==> src/rtl/cache_req_driver_if.sv <==
// Processor-side bus between cache_req_driver and cache_system.
// master = request initiator, slave = cache/memory side.
interface cache_req_driver_if;
    logic        Mem_Write;
    logic        Mem_read;
    logic        stall;
    logic [31:0] a_data_mem;
    logic [31:0] w_data_mem;
    logic [31:0] r_data_mem;

    modport master (
        output Mem_Write,
        output Mem_read,
        output a_data_mem,
        output w_data_mem,
        input  stall,
        input  r_data_mem
    );

    modport slave (
        input  Mem_Write,
        input  Mem_read,
        input  a_data_mem,
        input  w_data_mem,
        output stall,
        output r_data_mem
    );
endinterface

==> src/rtl/cache_req_driver.sv <==
// Self-checking request initiator for cache_system: read-check, write pattern, read-back.
// Define CACHE_REQ_TIMEOUT_EN to abort a run after TIMEOUT consecutive stall cycles.
module cache_req_driver #(
    parameter int unsigned NUM_REQ   = 16,
    parameter logic [31:0] BASE_ADDR = 32'h0,
    parameter int unsigned STRIDE    = 1,
    parameter logic [31:0] WR_MASK   = 32'hA5A5_0000,
    parameter int unsigned TIMEOUT   = 64
) (
    input  logic                      clk,
    input  logic                      reset,
    input  logic                      start,
    cache_req_driver_if.master        bus,
    output logic                      done,
    output logic                      error,
    output logic [15:0]               pass_count,
    output logic [15:0]               fail_count,
    output logic [31:0]               first_fail_addr
);

    localparam int unsigned        IDX_W     = (NUM_REQ > 1) ? $clog2(NUM_REQ) : 1;
    localparam logic [IDX_W-1:0]   LAST_IDX  = IDX_W'(NUM_REQ - 1);
    localparam logic [31:0]        ADDR_STEP = 32'(STRIDE * 4);
    localparam logic [31:0]        BASE_WDAT = (BASE_ADDR >> 2) ^ WR_MASK;

    if (NUM_REQ < 1 || TIMEOUT < 1) begin : g_param_check
        $error("cache_req_driver: NUM_REQ and TIMEOUT must be >= 1");
    end

    typedef enum logic [2:0] {
        IDLE,
        RD_INIT,
        WR,
        RD_BACK,
        DONE
    } state_t;

    state_t            state;
    logic [IDX_W-1:0]  idx;
    logic [31:0]       word_idx;
    logic [31:0]       next_addr;
    logic [31:0]       expected;
    logic              rd_state;
    logic              rd_match;
    logic              last_acc;

    always_comb begin
        word_idx  = bus.a_data_mem >> 2;
        next_addr = bus.a_data_mem + ADDR_STEP;
        rd_state  = (state == RD_INIT) || (state == RD_BACK);
        expected  = (state == RD_BACK) ? (word_idx ^ WR_MASK) : word_idx;
        rd_match  = (bus.r_data_mem == expected);
        last_acc  = (idx == LAST_IDX);
    end

`ifdef CACHE_REQ_TIMEOUT_EN
    localparam logic [31:0] TO_LIM = 32'(TIMEOUT - 1);
    logic [31:0] stall_cnt;
    logic        timeout_hit;

    always_comb timeout_hit = bus.stall && (stall_cnt == TO_LIM);
`endif

    always_ff @(posedge clk or posedge reset) begin
        if (reset) begin
            state           <= IDLE;
            idx             <= '0;
            bus.Mem_read    <= 1'b0;
            bus.Mem_Write   <= 1'b0;
            bus.a_data_mem  <= '0;
            bus.w_data_mem  <= '0;
            done            <= 1'b0;
            error           <= 1'b0;
            pass_count      <= '0;
            fail_count      <= '0;
            first_fail_addr <= '0;
`ifdef CACHE_REQ_TIMEOUT_EN
            stall_cnt       <= '0;
`endif
        end else begin
            case (state)
                IDLE, DONE: begin
                    if (start) begin
                        state           <= RD_INIT;
                        idx             <= '0;
                        bus.Mem_read    <= 1'b1;
                        bus.Mem_Write   <= 1'b0;
                        bus.a_data_mem  <= BASE_ADDR;
                        bus.w_data_mem  <= '0;
                        done            <= 1'b0;
                        error           <= 1'b0;
                        pass_count      <= '0;
                        fail_count      <= '0;
                        first_fail_addr <= '0;
`ifdef CACHE_REQ_TIMEOUT_EN
                        stall_cnt       <= '0;
`endif
                    end
                end

                RD_INIT, WR, RD_BACK: begin
                    if (!bus.stall) begin
`ifdef CACHE_REQ_TIMEOUT_EN
                        stall_cnt <= '0;
`endif
                        // Check result is taken only on the completing edge.
                        if (rd_state) begin
                            if (rd_match) begin
                                if (pass_count != 16'hFFFF)
                                    pass_count <= pass_count + 16'd1;
                            end else begin
                                error <= 1'b1;
                                if (fail_count != 16'hFFFF)
                                    fail_count <= fail_count + 16'd1;
                                if (fail_count == 16'd0)
                                    first_fail_addr <= bus.a_data_mem;
                            end
                        end

                        if (last_acc) begin
                            idx            <= '0;
                            bus.a_data_mem <= BASE_ADDR;
                            case (state)
                                RD_INIT: begin
                                    state          <= WR;
                                    bus.Mem_read   <= 1'b0;
                                    bus.Mem_Write  <= 1'b1;
                                    bus.w_data_mem <= BASE_WDAT;
                                end
                                WR: begin
                                    state          <= RD_BACK;
                                    bus.Mem_read   <= 1'b1;
                                    bus.Mem_Write  <= 1'b0;
                                    bus.w_data_mem <= '0;
                                end
                                default: begin
                                    state          <= DONE;
                                    bus.Mem_read   <= 1'b0;
                                    bus.Mem_Write  <= 1'b0;
                                    bus.a_data_mem <= '0;
                                    done           <= 1'b1;
                                end
                            endcase
                        end else begin
                            idx            <= idx + 1'b1;
                            bus.a_data_mem <= next_addr;
                            if (state == WR)
                                bus.w_data_mem <= (next_addr >> 2) ^ WR_MASK;
                        end
                    end
`ifdef CACHE_REQ_TIMEOUT_EN
                    else if (timeout_hit) begin
                        state          <= DONE;
                        bus.Mem_read   <= 1'b0;
                        bus.Mem_Write  <= 1'b0;
                        bus.w_data_mem <= '0;
                        done           <= 1'b1;
                        error          <= 1'b1;
                        stall_cnt      <= '0;
                        if (fail_count != 16'hFFFF)
                            fail_count <= fail_count + 16'd1;
                    end else begin
                        stall_cnt <= stall_cnt + 32'd1;
                    end
`endif
                end

                default: begin
                    state         <= IDLE;
                    bus.Mem_read  <= 1'b0;
                    bus.Mem_Write <= 1'b0;
                end
            endcase
        end
    end

endmodule

==> src/flat_wrapper.sv <==
// flat-port wrapper written by rule: the top's interface ports become plain ports
module cache_req_driver_flat 
#(
    parameter int unsigned NUM_REQ   = 16,
    parameter logic [31:0] BASE_ADDR = 32'h0,
    parameter int unsigned STRIDE    = 1,
    parameter logic [31:0] WR_MASK   = 32'hA5A5_0000,
    parameter int unsigned TIMEOUT   = 64
)
  (clk, reset, start, done, error, pass_count, fail_count, first_fail_addr, bus_Mem_Write, bus_Mem_read, bus_a_data_mem, bus_w_data_mem, bus_stall, bus_r_data_mem);
  cache_req_driver_if bus_i ();
  input  logic clk;
  input  logic reset;
  input  logic start;
  output logic done;
  output logic error;
  output logic [15:0] pass_count;
  output logic [15:0] fail_count;
  output logic [31:0] first_fail_addr;
  output wire logic [$bits(bus_i.Mem_Write)-1:0] bus_Mem_Write;
  output wire logic [$bits(bus_i.Mem_read)-1:0] bus_Mem_read;
  output wire logic [$bits(bus_i.a_data_mem)-1:0] bus_a_data_mem;
  output wire logic [$bits(bus_i.w_data_mem)-1:0] bus_w_data_mem;
  input wire logic [$bits(bus_i.stall)-1:0] bus_stall;
  input wire logic [$bits(bus_i.r_data_mem)-1:0] bus_r_data_mem;
  assign bus_Mem_Write = bus_i.Mem_Write;
  assign bus_Mem_read = bus_i.Mem_read;
  assign bus_a_data_mem = bus_i.a_data_mem;
  assign bus_w_data_mem = bus_i.w_data_mem;
  assign bus_i.stall = bus_stall;
  assign bus_i.r_data_mem = bus_r_data_mem;
  cache_req_driver #(.NUM_REQ(NUM_REQ), .BASE_ADDR(BASE_ADDR), .STRIDE(STRIDE), .WR_MASK(WR_MASK), .TIMEOUT(TIMEOUT)) u_core (.clk(clk), .reset(reset), .start(start), .bus(bus_i), .done(done), .error(error), .pass_count(pass_count), .fail_count(fail_count), .first_fail_addr(first_fail_addr));
endmodule
==> config.mk <==
export PLATFORM = sky130hd
export DESIGN_NAME = cache_req_driver_flat
export DESIGN_NICKNAME = d
export VERILOG_FILES = /design/src/rtl/cache_req_driver_if.sv /design/src/rtl/cache_req_driver.sv /design/src/flat_wrapper.sv
export SDC_FILE = /design/constraint.sdc
export NUM_CORES = 1
export LEC_CHECK = 0
export CAP_MARGIN = 40
export CORE_ASPECT_RATIO = 1.2
export CORE_MARGIN = 2
export CORE_UTILIZATION = 54
export DETAILED_ROUTE_END_ITERATION = 8
export DONT_BUFFER_PORTS = 1
export PLACE_DENSITY = 0.69
export SYNTH_ARGS = -nofsm -noshare
export SYNTH_HDL_FRONTEND = slang
export SYNTH_SLANG_ARGS = --single-unit
==> constraint.sdc <==
create_clock -name clk -period 13.8 [get_ports clk]
set_clock_uncertainty 0.1 [all_clocks]
set_input_delay 2.07 -clock clk [delete_from_list [all_inputs] [get_ports clk]]
set_output_delay 2.07 -clock clk [all_outputs]
set_load 0.005 [all_outputs]
==> flow_summary.yaml <==
outcome:
  status: "finished clean"
min_path:
  hp-class: "flip-flop to flip-flop"
  whs_path_depth: 2
power_and_ir_drop:
  peakVddDrop_mv: 0.0971
  total_power_mw: 1.37
  p_leak_nw: 3.40
  powerDensity_nw_per_um2: 172
synthesis:
  synthArstFlopShare: 1.00
  yosysWarnings: 0
  synthFlopType: "dfrtp_1"
  synth_compound_area_frac: 0.160
  syn_area_um2: 7310
  synth_edf_count: 0
  synthSimpleGateAreaFrac: 0.189
  synth_area_leaders: "dfrtp_1 46%, nand2_1 7.4%, o21ai_0 5.5%"
  synth-adder-area-share: 0.00855
  synth_mux_area_frac: 0.0512
  synth.most_common_cell: "nand2_1"
  synth_top_cell_by_area: "dfrtp_1"
  avgSynthCellArea_um2: 8.93
  synth_top_cell_area_share: 0.459
  yosys.area_share.xor_xnor: 0.0695
  yosysSeqAreaShare: 0.459
  synth_common_cells: "145 x nand2_1, 134 x dfrtp_1, 81 x o21ai_0, 52 x inv_1"
  netlist_instances: 819
  yosysUniqueCellTypes: 55
  synth_top_family_by_area: "simple AND/OR/NAND/NOR gates"
  synth-seq-cells: 134
worst_setup_path:
  path_cells: "xor2_1 -> nor4_1 -> nand4_1 -> or4_1 -> o21ai_2 -> o221ai_1"
  cp-start-kind: "input port"
  path_depth: 6
  max_stage_delay_ns: 0.90
  path_buf_inv: 0
  slowest_stage: "or4_1"
  crit_arrival_ns: 4.80
  critPathKind: "input port to flip-flop"
  cp.required_ns: 13.98
  critPathMaxFanout: 19
  r2r_cells: 6
  end_kind: "flip-flop"
  crit_family: "simple AND/OR/NAND/NOR gates"
placement:
  gp_congestion: 0.846
  port_buffers: 0
  dp_cells: 943
  place_hpwl_mm: 13.7
global_route:
  grt_usage: 0.286
  met2_usage: 0.451
  antenna_found_initial: 0
  met1_usage: 0.366
  grt_start_max_net_pins: 62
  grt_busiest_layer: "met2"
  grt-ovfl-total: 0
  grt_pass1_wl_mm: 32.2
  grt_pass1_vias: 5924
  use_met3: 0.0823
floorplanning:
  initial_core_util: 0.552
  dieArea_um2: 14500
  fp.dieW_um: 110
  num_rows: 46
  die_h_um: 131
  coreArea_um2: 13200
  boundaryPins: 168
route:
  drt_iter0_drc: 425
  wl_per_cell_um: 20.4
  drtPass1Iterations: 5
  drt-vias-per-instance: 6.17
  drc: 0
  totalWireLength_mm: 19.9
  dr_total_vias: 6020
  drt.antenna.violating_nets: 0
finish:
  insertedDiodeCount: 0
  fin_nets: 835
  drive_gt1_frac: 0.0694
  syn_to_final_growth_pct: 9.41
  fillCellCount: 1138
  fin_cells: 975
sta:
  rsz0062_at_grt: "false"
  max-slew-margin-rel: 0.467
  fin_crit_sh: 0.335
  final.min_clock_period_ns: 4.62
  fmax_mhz: 216
  hold_viol: 0
  tightest_slew_ns: 0.800
  finalSetupTns_ns: 0
  finalMaxSlewViolations: 0
  setup_violations: 0
clocking:
  clock-root-buffer: "clkbuf_16"
  cts_buffers: 17
  max-clock-path-buffers: 2
  postCtsHoldBufs: 0
  cts_resized: 0
  htreeDepth: 4
  postCtsSetupBuffers: 0
  tritoncts: "done"
  clk_pin_slew_ns: 0.06
  numClockSinks: 134
  insertion_delay_ns: 0.42
run:
  drv_cap: 0
worst paths after layout:
kind	from	to	slack, ns
hold reg to reg	u_core.bus.w_data_mem[7]	u_core.bus.w_data_mem[7]	0.41
min in group asynchronous	reset	u_core.fail_count[14]	1.45
setup / recovery	bus_r_data_mem[22]	u_core.pass_count[7]	9.18
setup reg to reg	u_core.bus.a_data_mem[24]	u_core.pass_count[7]	10.22
max in group asynchronous	reset	u_core.bus.a_data_mem[23]	11.04
hold / removal	u_core.bus.w_data_mem[7]	u_core.bus.w_data_mem[7]	0.41
cell families after synthesis:
family | count (synthesis)
other | 1
muxes | 37
and+or+nand+nor | 287
buffers and inverters | 108
xor gates and xnor gates | 58
adders and majority gates | 5
DFF | 134
AOI/OAI and AO/OA | 189
routing by layer:
metal | part of all wire | vias up | routed length [µm]
met2 | 0.49 | 272 | 9810
met4 | 0.023 | 0 | 457
met1 | 0.39 | 2905 | 7840
met5 | 0 | - | 0
met3 | 0.091 | 29 | 1800
li1 | - | 2814 | -
stage by stage:
step / cell area, µm² / setup WS, ns / utilization / hold slack (ns)
floorplan: 7320 / 8.05 / - / 0.371
global placement: 7340 / 8.83 / 0.555 / 0.389
detailed placement: 7390 / 8.71 / 0.559 / 0.400
CTS: 8000 / 9.17 / 0.604 / 0.412
global route: 8000 / 9.04 / 0.604 / 0.436
finish: 8000 / 9.18 / 0.604 / 0.406
area by class of cell:
type                    count  area, µm²  share of cell area
clock buffers              20        457              0.0571
clock inverters            12        151              0.0189
inverters                  52        200              0.0250
multi-input cells         579       3530               0.441
flip-flops and latches    134       3350               0.419
well taps                 168        210              0.0263
repair buffers             10        103              0.0128
worst min-delay path, stage by stage, from the launching register on:
cell and delay (ns):
dfrtp_1 0.36, nand2_1 0.05, o21ai_0 0.06
flip-flops by register name, summed over array words and instances (netlist names), 3 cells and up:
signal and cells:
u_core.bus.a_data_mem 30, u_core.bus.w_data_mem 31, u_core.fail_count 16, u_core.first_fail_addr 31, u_core.idx 4, u_core.pass_count 16, u_core.state 3
where the power goes:
| part | internal [mW] | total, mW | switching (mW) |
|---|---|---|---|
| combinational | 0.127 | 0.406 | 0.280 |
| sequential | 0.436 | 0.501 | 0.0647 |
| clock | 0.293 | 0.467 | 0.174 |
cells in the final DEF (no fill, tap or decap), types with 4 or more instances in the layout:
cell	instances
nand2_1	145
dfrtp_1	134
o21ai_0	81
inv_1	51
nand3_1	35
xor2_1	35
mux2i_1	34
a31oi_1	29
a21oi_1	24
xnor2_1	23
nor2_1	19
o31ai_1	18
nor4_1	17
clkbuf_16	17
and3_1	13
nor3_1	11
nand4_1	11
or4_1	8
buf_4	8
and4_1	6
o31a_1	5
a2bb2oi_1	5
ha_1	5
or3_1	4
and2_1	4
o211ai_1	4
clkinv_2	4
Note: power is estimated with default switching activity, not from simulation.
